### config.mk
export PLATFORM = sky130hd
export DESIGN_NAME = vsync_timing_decoder
export DESIGN_NICKNAME = d
export VERILOG_FILES = /design/src/rtl/vsync_timing_decoder_pkg.sv /design/src/rtl/vtiming_lock_check.sv /design/src/rtl/vsync_timing_decoder.sv
export SDC_FILE = /design/constraint.sdc
export NUM_CORES = 1
export LEC_CHECK = 0
export CAP_MARGIN = 20
export CORE_AREA = 2 2 111 113
export DETAILED_ROUTE_END_ITERATION = 8
export DIE_AREA = 0 0 113 115
export PLACE_DENSITY_LB_ADDON = 0.08
export SYNTH_ARGS = -nofsm -noshare
export SYNTH_HDL_FRONTEND = slang
export SYNTH_SLANG_ARGS = --single-unit
### constraint.sdc
create_clock -name clock -period 4.1 [get_ports clock]
set_input_delay 1.23 -clock clock [delete_from_list [all_inputs] [get_ports clock]]
set_output_delay 1.23 -clock clock [all_outputs]
set_load 0.02 [all_outputs]
### src/rtl/vsync_timing_decoder_pkg.sv
// Shared types for the vertical timing decoder: FSM states, line classes and
// the line classifier.
package vsync_timing_decoder_pkg;

  localparam int W_DEFAULT = 10;

  typedef enum logic [2:0] {
    WAIT_SYNC = 3'd0,
    SYNC      = 3'd1,
    BACK      = 3'd2,
    ACTIVE    = 3'd3,
    FRONT     = 3'd4
  } state_e;

  typedef enum logic [1:0] {
    CLS_SYNC  = 2'd0,
    CLS_ACT   = 2'd1,
    CLS_PORCH = 2'd2
  } cls_e;

  // A sync line wins over an active flag; anything else is porch.
  function automatic cls_e classify_line(input logic vs, input logic act, input logic pol);
    if (vs == pol) return CLS_SYNC;
    if (act)       return CLS_ACT;
    return CLS_PORCH;
  endfunction

endpackage

### src/rtl/vtiming_lock_check.sv
// Compares each published frame geometry against the previous one and raises
// locked after LOCK_FRAMES consecutive identical frames.
module vtiming_lock_check
  #(parameter int W           = 10,
    parameter int LOCK_FRAMES = 2)
  (input  logic         clock,
   input  logic         reset,
   input  logic         publish,
   input  logic         clear,
   input  logic [W-1:0] in_sync,
   input  logic [W-1:0] in_back,
   input  logic [W-1:0] in_active,
   input  logic [W-1:0] in_front,
   output logic         locked);

  localparam int CW = $clog2(LOCK_FRAMES + 1);
  localparam logic [CW-1:0] LF_C = CW'(LOCK_FRAMES);

  logic [W-1:0]  prev_sync_q, prev_sync_d;
  logic [W-1:0]  prev_back_q, prev_back_d;
  logic [W-1:0]  prev_active_q, prev_active_d;
  logic [W-1:0]  prev_front_q, prev_front_d;
  logic [CW-1:0] match_cnt_q, match_cnt_d;
  logic          locked_q, locked_d;
  logic          same;

  assign same = (in_sync == prev_sync_q) && (in_back == prev_back_q) &&
                (in_active == prev_active_q) && (in_front == prev_front_q);

  always_comb begin
    prev_sync_d   = prev_sync_q;
    prev_back_d   = prev_back_q;
    prev_active_d = prev_active_q;
    prev_front_d  = prev_front_q;
    match_cnt_d   = match_cnt_q;
    locked_d      = locked_q;
    if (clear) begin
      match_cnt_d = '0;
      locked_d    = 1'b0;
    end else if (publish) begin
      prev_sync_d   = in_sync;
      prev_back_d   = in_back;
      prev_active_d = in_active;
      prev_front_d  = in_front;
      // match_cnt of zero marks "no reference frame yet"
      if (match_cnt_q == '0 || !same)
        match_cnt_d = CW'(1);
      else if (match_cnt_q < LF_C)
        match_cnt_d = match_cnt_q + CW'(1);
      locked_d = (match_cnt_d >= LF_C);
    end
  end

  always_ff @(posedge clock) begin
    if (reset) begin
      prev_sync_q   <= '0;
      prev_back_q   <= '0;
      prev_active_q <= '0;
      prev_front_q  <= '0;
      match_cnt_q   <= '0;
      locked_q      <= 1'b0;
    end else begin
      prev_sync_q   <= prev_sync_d;
      prev_back_q   <= prev_back_d;
      prev_active_q <= prev_active_d;
      prev_front_q  <= prev_front_d;
      match_cnt_q   <= match_cnt_d;
      locked_q      <= locked_d;
    end
  end

  assign locked = locked_q;

endmodule

### src/rtl/vsync_timing_decoder.sv
// Recovers vertical timing (sync, back porch, active, front porch) in lines
// from a line strobe, vsync level and per-line active flag.
//
//   state     | meaning
//   WAIT_SYNC | idle until a fresh sync leading edge (partial pulses ignored)
//   SYNC      | counting sync lines
//   BACK      | counting back-porch lines
//   ACTIVE    | counting active lines, yposition tracks them
//   FRONT     | counting front-porch lines until the next sync closes the frame
module vsync_timing_decoder
  import vsync_timing_decoder_pkg::*;
  #(parameter int W           = W_DEFAULT,
    parameter bit SYNC_POL    = 1'b0,
    parameter int LOCK_FRAMES = 2)
  (input  logic         clock,
   input  logic         reset,
   input  logic         LineEnd,
   input  logic         vsync,
   input  logic         LineActive,
   output logic [W-1:0] SynchPulse,
   output logic [W-1:0] BackPorch,
   output logic [W-1:0] ActiveVideo,
   output logic [W-1:0] FrontPorch,
   output logic [W-1:0] yposition,
   output logic         frame_done,
   output logic         locked,
   output logic         sync_error);

  state_e       state_q, state_d;
  logic         lineend_q, lineend_d;
  logic         prev_sync_q, prev_sync_d;
  logic [W-1:0] cnt_q, cnt_d;
  logic [W-1:0] ypos_q, ypos_d;
  logic [W-1:0] hold_sync_q, hold_sync_d;
  logic [W-1:0] hold_back_q, hold_back_d;
  logic [W-1:0] hold_active_q, hold_active_d;
  logic [W-1:0] hold_front_q, hold_front_d;
  logic [W-1:0] out_sync_q, out_sync_d;
  logic [W-1:0] out_back_q, out_back_d;
  logic [W-1:0] out_active_q, out_active_d;
  logic [W-1:0] out_front_q, out_front_d;
  logic         publish_q, publish_d;
  logic         frame_done_q, frame_done_d;
  logic         sync_error_q, sync_error_d;

  logic         line_evt;
  logic         cnt_max;
  logic         err;
  logic         complete;
  cls_e         cls;

  assign line_evt = LineEnd & ~lineend_q;
  assign cls      = classify_line(vsync, LineActive, SYNC_POL);
  assign cnt_max  = (cnt_q == {W{1'b1}});

  always_comb begin
    state_d       = state_q;
    lineend_d     = LineEnd;
    prev_sync_d   = prev_sync_q;
    cnt_d         = cnt_q;
    ypos_d        = ypos_q;
    hold_sync_d   = hold_sync_q;
    hold_back_d   = hold_back_q;
    hold_active_d = hold_active_q;
    hold_front_d  = hold_front_q;
    out_sync_d    = out_sync_q;
    out_back_d    = out_back_q;
    out_active_d  = out_active_q;
    out_front_d   = out_front_q;
    publish_d     = 1'b0;
    frame_done_d  = 1'b0;
    sync_error_d  = 1'b0;
    err           = 1'b0;
    complete      = 1'b0;

    if (line_evt) begin
      prev_sync_d = (cls == CLS_SYNC);
      case (state_q)
        WAIT_SYNC: begin
          if (cls == CLS_SYNC && !prev_sync_q) begin
            state_d = SYNC;
            cnt_d   = W'(1);
          end
        end
        SYNC: begin
          case (cls)
            CLS_SYNC: begin
              if (cnt_max) err = 1'b1;
              else         cnt_d = cnt_q + W'(1);
            end
            CLS_PORCH: begin
              hold_sync_d = cnt_q;
              state_d     = BACK;
              cnt_d       = W'(1);
            end
            default: begin
              hold_sync_d = cnt_q;
              hold_back_d = '0;
              state_d     = ACTIVE;
              cnt_d       = W'(1);
              ypos_d      = W'(1);
            end
          endcase
        end
        BACK: begin
          case (cls)
            CLS_PORCH: begin
              if (cnt_max) err = 1'b1;
              else         cnt_d = cnt_q + W'(1);
            end
            CLS_ACT: begin
              hold_back_d = cnt_q;
              state_d     = ACTIVE;
              cnt_d       = W'(1);
              ypos_d      = W'(1);
            end
            default: err = 1'b1;
          endcase
        end
        ACTIVE: begin
          case (cls)
            CLS_ACT: begin
              if (cnt_max) err = 1'b1;
              else begin
                cnt_d  = cnt_q + W'(1);
                ypos_d = ypos_q + W'(1);
              end
            end
            CLS_PORCH: begin
              hold_active_d = cnt_q;
              state_d       = FRONT;
              cnt_d         = W'(1);
            end
            default: begin
              hold_active_d = cnt_q;
              hold_front_d  = '0;
              complete      = 1'b1;
            end
          endcase
        end
        FRONT: begin
          case (cls)
            CLS_PORCH: begin
              if (cnt_max) err = 1'b1;
              else         cnt_d = cnt_q + W'(1);
            end
            CLS_SYNC: begin
              hold_front_d = cnt_q;
              complete     = 1'b1;
            end
            default: err = 1'b1;
          endcase
        end
        default: err = 1'b1;
      endcase

      // The closing sync line is also the first line of the next frame.
      if (complete) begin
        state_d   = SYNC;
        cnt_d     = W'(1);
        ypos_d    = '0;
        publish_d = 1'b1;
      end
      if (err) begin
        state_d      = WAIT_SYNC;
        cnt_d        = '0;
        ypos_d       = '0;
        sync_error_d = 1'b1;
      end
    end

    if (publish_q) begin
      out_sync_d   = hold_sync_q;
      out_back_d   = hold_back_q;
      out_active_d = hold_active_q;
      out_front_d  = hold_front_q;
      frame_done_d = 1'b1;
    end
  end

  always_ff @(posedge clock) begin
    if (reset) begin
      state_q       <= WAIT_SYNC;
      lineend_q     <= 1'b0;
      prev_sync_q   <= 1'b1;
      cnt_q         <= '0;
      ypos_q        <= '0;
      hold_sync_q   <= '0;
      hold_back_q   <= '0;
      hold_active_q <= '0;
      hold_front_q  <= '0;
      out_sync_q    <= '0;
      out_back_q    <= '0;
      out_active_q  <= '0;
      out_front_q   <= '0;
      publish_q     <= 1'b0;
      frame_done_q  <= 1'b0;
      sync_error_q  <= 1'b0;
    end else begin
      state_q       <= state_d;
      lineend_q     <= lineend_d;
      prev_sync_q   <= prev_sync_d;
      cnt_q         <= cnt_d;
      ypos_q        <= ypos_d;
      hold_sync_q   <= hold_sync_d;
      hold_back_q   <= hold_back_d;
      hold_active_q <= hold_active_d;
      hold_front_q  <= hold_front_d;
      out_sync_q    <= out_sync_d;
      out_back_q    <= out_back_d;
      out_active_q  <= out_active_d;
      out_front_q   <= out_front_d;
      publish_q     <= publish_d;
      frame_done_q  <= frame_done_d;
      sync_error_q  <= sync_error_d;
    end
  end

  // Lock state updates on the publish edge, so it lands with frame_done.
  vtiming_lock_check #(
    .W           (W),
    .LOCK_FRAMES (LOCK_FRAMES)
  ) u_lock (
    .clock     (clock),
    .reset     (reset),
    .publish   (publish_q),
    .clear     (err & line_evt),
    .in_sync   (hold_sync_q),
    .in_back   (hold_back_q),
    .in_active (hold_active_q),
    .in_front  (hold_front_q),
    .locked    (locked)
  );

  assign SynchPulse  = out_sync_q;
  assign BackPorch   = out_back_q;
  assign ActiveVideo = out_active_q;
  assign FrontPorch  = out_front_q;
  assign yposition   = ypos_q;
  assign frame_done  = frame_done_q;
  assign sync_error  = sync_error_q;

endmodule

==> results.sh <==
export IMPL_outcome="complete, but fails checks"
export IMPL_violations="DRC"
export IMPL_met1_length_um=7246
export IMPL_ctsResizeCount=0
export IMPL_timing_hold_ws_ns=0.4566
export IMPL_grtUsageTotal_pct=25.41
export IMPL_min_path_type="reg2reg"
export IMPL_period_needed_ns=3.356
export IMPL_initial_utilization_pct=56.57
export IMPL_crit_type="in2reg"
export IMPL_vdd_drop_max_uv=245.0
export IMPL_postCtsSetupBuffers=0
export IMPL_firstDrtPassIters=7
export IMPL_final_common_cell="dfxtp_1"
export IMPL_postCtsHoldBufs=0
export IMPL_postRouteAntennaNets=0
export IMPL_finalHoldViolations=0
export IMPL_drt_drc_violations_left=3
export IMPL_reg2reg_setup_slack_ns=1.27
export IMPL_grt_overflow_total=0
export IMPL_clock_sinks=151
export IMPL_synth_area_um2=6681
export IMPL_synth_top_cell_by_area="dfxtp_1"
export IMPL_tns_ns=0
export IMPL_async_flop_share_pct=0
export IMPL_synth_edf_count=0
export IMPL_ff2ff_path_depth=8
export IMPL_grt_pass1_wl_um=26000
export IMPL_fp_dieH_um=115
export IMPL_cp_max_fo=10
export IMPL_cts_buffers_inserted=17
export IMPL_layout_common_cells="dfxtp_1 (150), nand2_1 (114), mux2i_1 (98)"
export IMPL_route_top_layer_used="met4"
export IMPL_antenna_found_initial=0
export IMPL_routed_wl_um=15830
export IMPL_cts_root_buf="clkbuf_16"
export IMPL_synth_fa_ha_area_share_pct=0.5618
export IMPL_synth_top_area_share_pct=45.24
export IMPL_grt_pass1_vias=5149
export IMPL_wl_per_cell_um=16.88
export IMPL_slew_headroom_pct=36.12
export IMPL_synth_xor_xnor_area_share_pct=5.243
export IMPL_drive_above_1_share_pct=7.585
export IMPL_rows=40
export IMPL_diodes=0
export IMPL_max_freq_mhz=298.0
export IMPL_htree_levels=4
export IMPL_clk_latency_ns=0.42
export IMPL_drt_initial_drc_count=394
export IMPL_syn_to_final_growth_pct=18.86
export IMPL_vias=5316
export IMPL_cp_arrival_ns=3.69
export IMPL_skew_ns=0.004882
export IMPL_synth_flop_cell="dfxtp_1"
export IMPL_crit_required_ns=4.44
export IMPL_dieArea_um2=13000
export IMPL_worst_pin_slew_ns=0.9538
export IMPL_cts_tree="done"
export IMPL_portBuffers=57
export IMPL_dp_cells=908
export IMPL_ios=58
export IMPL_rsz0062_at_grt="false"
export IMPL_route_met2_wl_um=7650
export IMPL_fin_cells=938
export IMPL_grt_max_degree=80
export IMPL_finalPower_uw=3291
export IMPL_synth_seq_cells=151
export IMPL_die_w_um=113
export IMPL_synth_simple_gate_area_share_pct=19.98
export IMPL_synth_top_family_by_area="simple AND/OR/NAND/NOR gates"
export IMPL_drv_slew=0
export IMPL_yosysWarnings=0
export IMPL_gp_congestion=0.8590
export IMPL_nets=788
export IMPL_ys_types=55
export IMPL_num_fill_cells=917
export IMPL_fin_crit_sh_pct=81.85
export IMPL_leakagePower_uw=0.002936
export IMPL_syn_avg_cell_area_um2=8.944
export IMPL_end_kind="register"
export IMPL_rr_endpoint="u_lock.prev_active_q[4]"
export IMPL_clockBufferDepth=2
export IMPL_endpoint="cnt_q[4]"
export IMPL_synth_compound_area_share_pct=9.457
export IMPL_setup_viol=0
export IMPL_timing_rr_start="cnt_q[1]"
export IMPL_synth_area_mux_share_pct=14.85
export IMPL_cp_startpoint="vsync"
export IMPL_clk_pin_slew_ns=0.06
export IMPL_vias_per_cell=5.667
export IMPL_syn_inst=747
export IMPL_p_per_area_nw_per_um2=414.4
export IMPL_core_um2=11810
export IMPL_maxCapViolations=0
export IMPL_dr_wl_met3_um=619
export IMPL_dpl_hpwl_um=10450
export IMPL_cp_start_kind="primary input"
export IMPL_syn_nets=755
export IMPL_yosys_top_cells_area="dfxtp_1 (45%), mux2i_1 (15%), nand2_1 (6.4%), nor2_1 (4.2%), xor2_1 (3.7%)"
export IMPL_yosysSeqAreaShare_pct=45.24
-- synthesized netlist by cell type, types with 2 or more instances --
library cell / n
dfxtp_1: 151
nand2_1: 114
mux2i_1: 98
nor2_1: 75
a21oi_1: 48
nand3_1: 35
clkbuf_1: 31
xor2_1: 28
nand2b_1: 15
xnor2_1: 12
buf_1: 11
o21ai_0: 11
inv_1: 10
a311oi_1: 8
nor4_1: 8
a31oi_1: 7
nand4_1: 7
and3_1: 6
buf_2: 6
buf_6: 5
nor2b_1: 5
nor3_1: 5
buf_4: 4
a211oi_1: 3
a41oi_1: 3
ha_1: 3
nand3b_1: 3
o21a_1: 3
or2_2: 3
and2_1: 2
nor4_2: 2
o211a_1: 2
-- report_power, final --
group	leakage [µW]	total (µW)	switching [µW]	internal, µW
logic	0.00140	81.0	58.8	22.2
registers	0.00122	1480	5.55	1470
clock network	0.000324	1730	582	1150
-- state kept, by name (all words and copies together), names as in the netlist, 2 cells and up --
name,cells
ActiveVideo,10
BackPorch,10
FrontPorch,10
SynchPulse,10
cnt_q,10
hold_active_q,10
hold_back_q,10
hold_front_q,10
hold_sync_q,10
u_lock.prev_active_q,10
u_lock.prev_back_q,10
u_lock.prev_front_q,10
u_lock.prev_sync_q,10
yposition,10
state_q,3
u_lock.match_cnt_q,2
-- worst min-delay path by stage --
stage | slack, ns | from | endpoint | depth (start not counted)
2_1_floorplan | 0.43 | u_lock.prev_active_q[6] | u_lock.prev_active_q[6] | 2
3_3_place_gp | 0.44 | u_lock.prev_active_q[6] | u_lock.prev_active_q[6] | 2
3_5_place_dp | 0.45 | u_lock.prev_active_q[6] | u_lock.prev_active_q[6] | 2
4_1_cts | 0.46 | u_lock.prev_active_q[6] | u_lock.prev_active_q[6] | 2
5_1_grt | 0.49 | u_lock.prev_front_q[1] | u_lock.prev_front_q[1] | 2
6_report | 0.46 | u_lock.prev_active_q[6] | u_lock.prev_active_q[6] | 2
-- layout make-up --
type | instances | area, µm² | share of cell area (%)
Tap cell | 147 | 183.9 | 2.316
Inverter | 10 | 37.54 | 0.4727
Timing Repair Buffer | 71 | 685.7 | 8.634
Sequential cell | 151 | 3024 | 38.08
Multi-Input combinational cell | 529 | 3348 | 42.16
Clock buffer | 22 | 494.2 | 6.223
Clock inverter | 8 | 167.7 | 2.111
-- critical path: stages --
cell	delay (ns)
clkdlybuf4s50_1	0.56
buf_4	0.25
o211a_1	0.21
o32ai_1	0.40
nor3b_2	0.50
buf_4	0.25
nand3_1	0.09
a31oi_1	0.21
-- logic make-up (layout without fill, tap and decap cells) --
family,after synthesis,count (layout)
multiplexers,99,99
XOR/XNOR,40,40
flip-flops,151,151
AO/OA/AOI/OAI,98,98
buffers and inverters,67,111
adder cells (fa/ha/maj),3,3
AND/OR/NAND/NOR,289,289
-- layer usage --
metal	track usage, %	vias up
li1	-	2623
met1	32.79	2525
met2	41.56	143
met3	6.062	25
met4	9.837	0
met5	0	-
-- stage by stage --
| step | setup WS, ns | instance area, µm² | util [%] |
|---|---|---|---|
| after global placement | 0.4477 | 7279 | 61.63 |
| after floorplan | 1.120 | 6681 | - |
| final | 0.7441 | 7941 | 67.24 |
| after detailed placement | 0.3311 | 7279 | 61.63 |
| after global routing | 0.5203 | 7941 | 67.24 |
| after CTS | 0.7690 | 7941 | 67.24 |
Power figures use the tool's default switching activity.
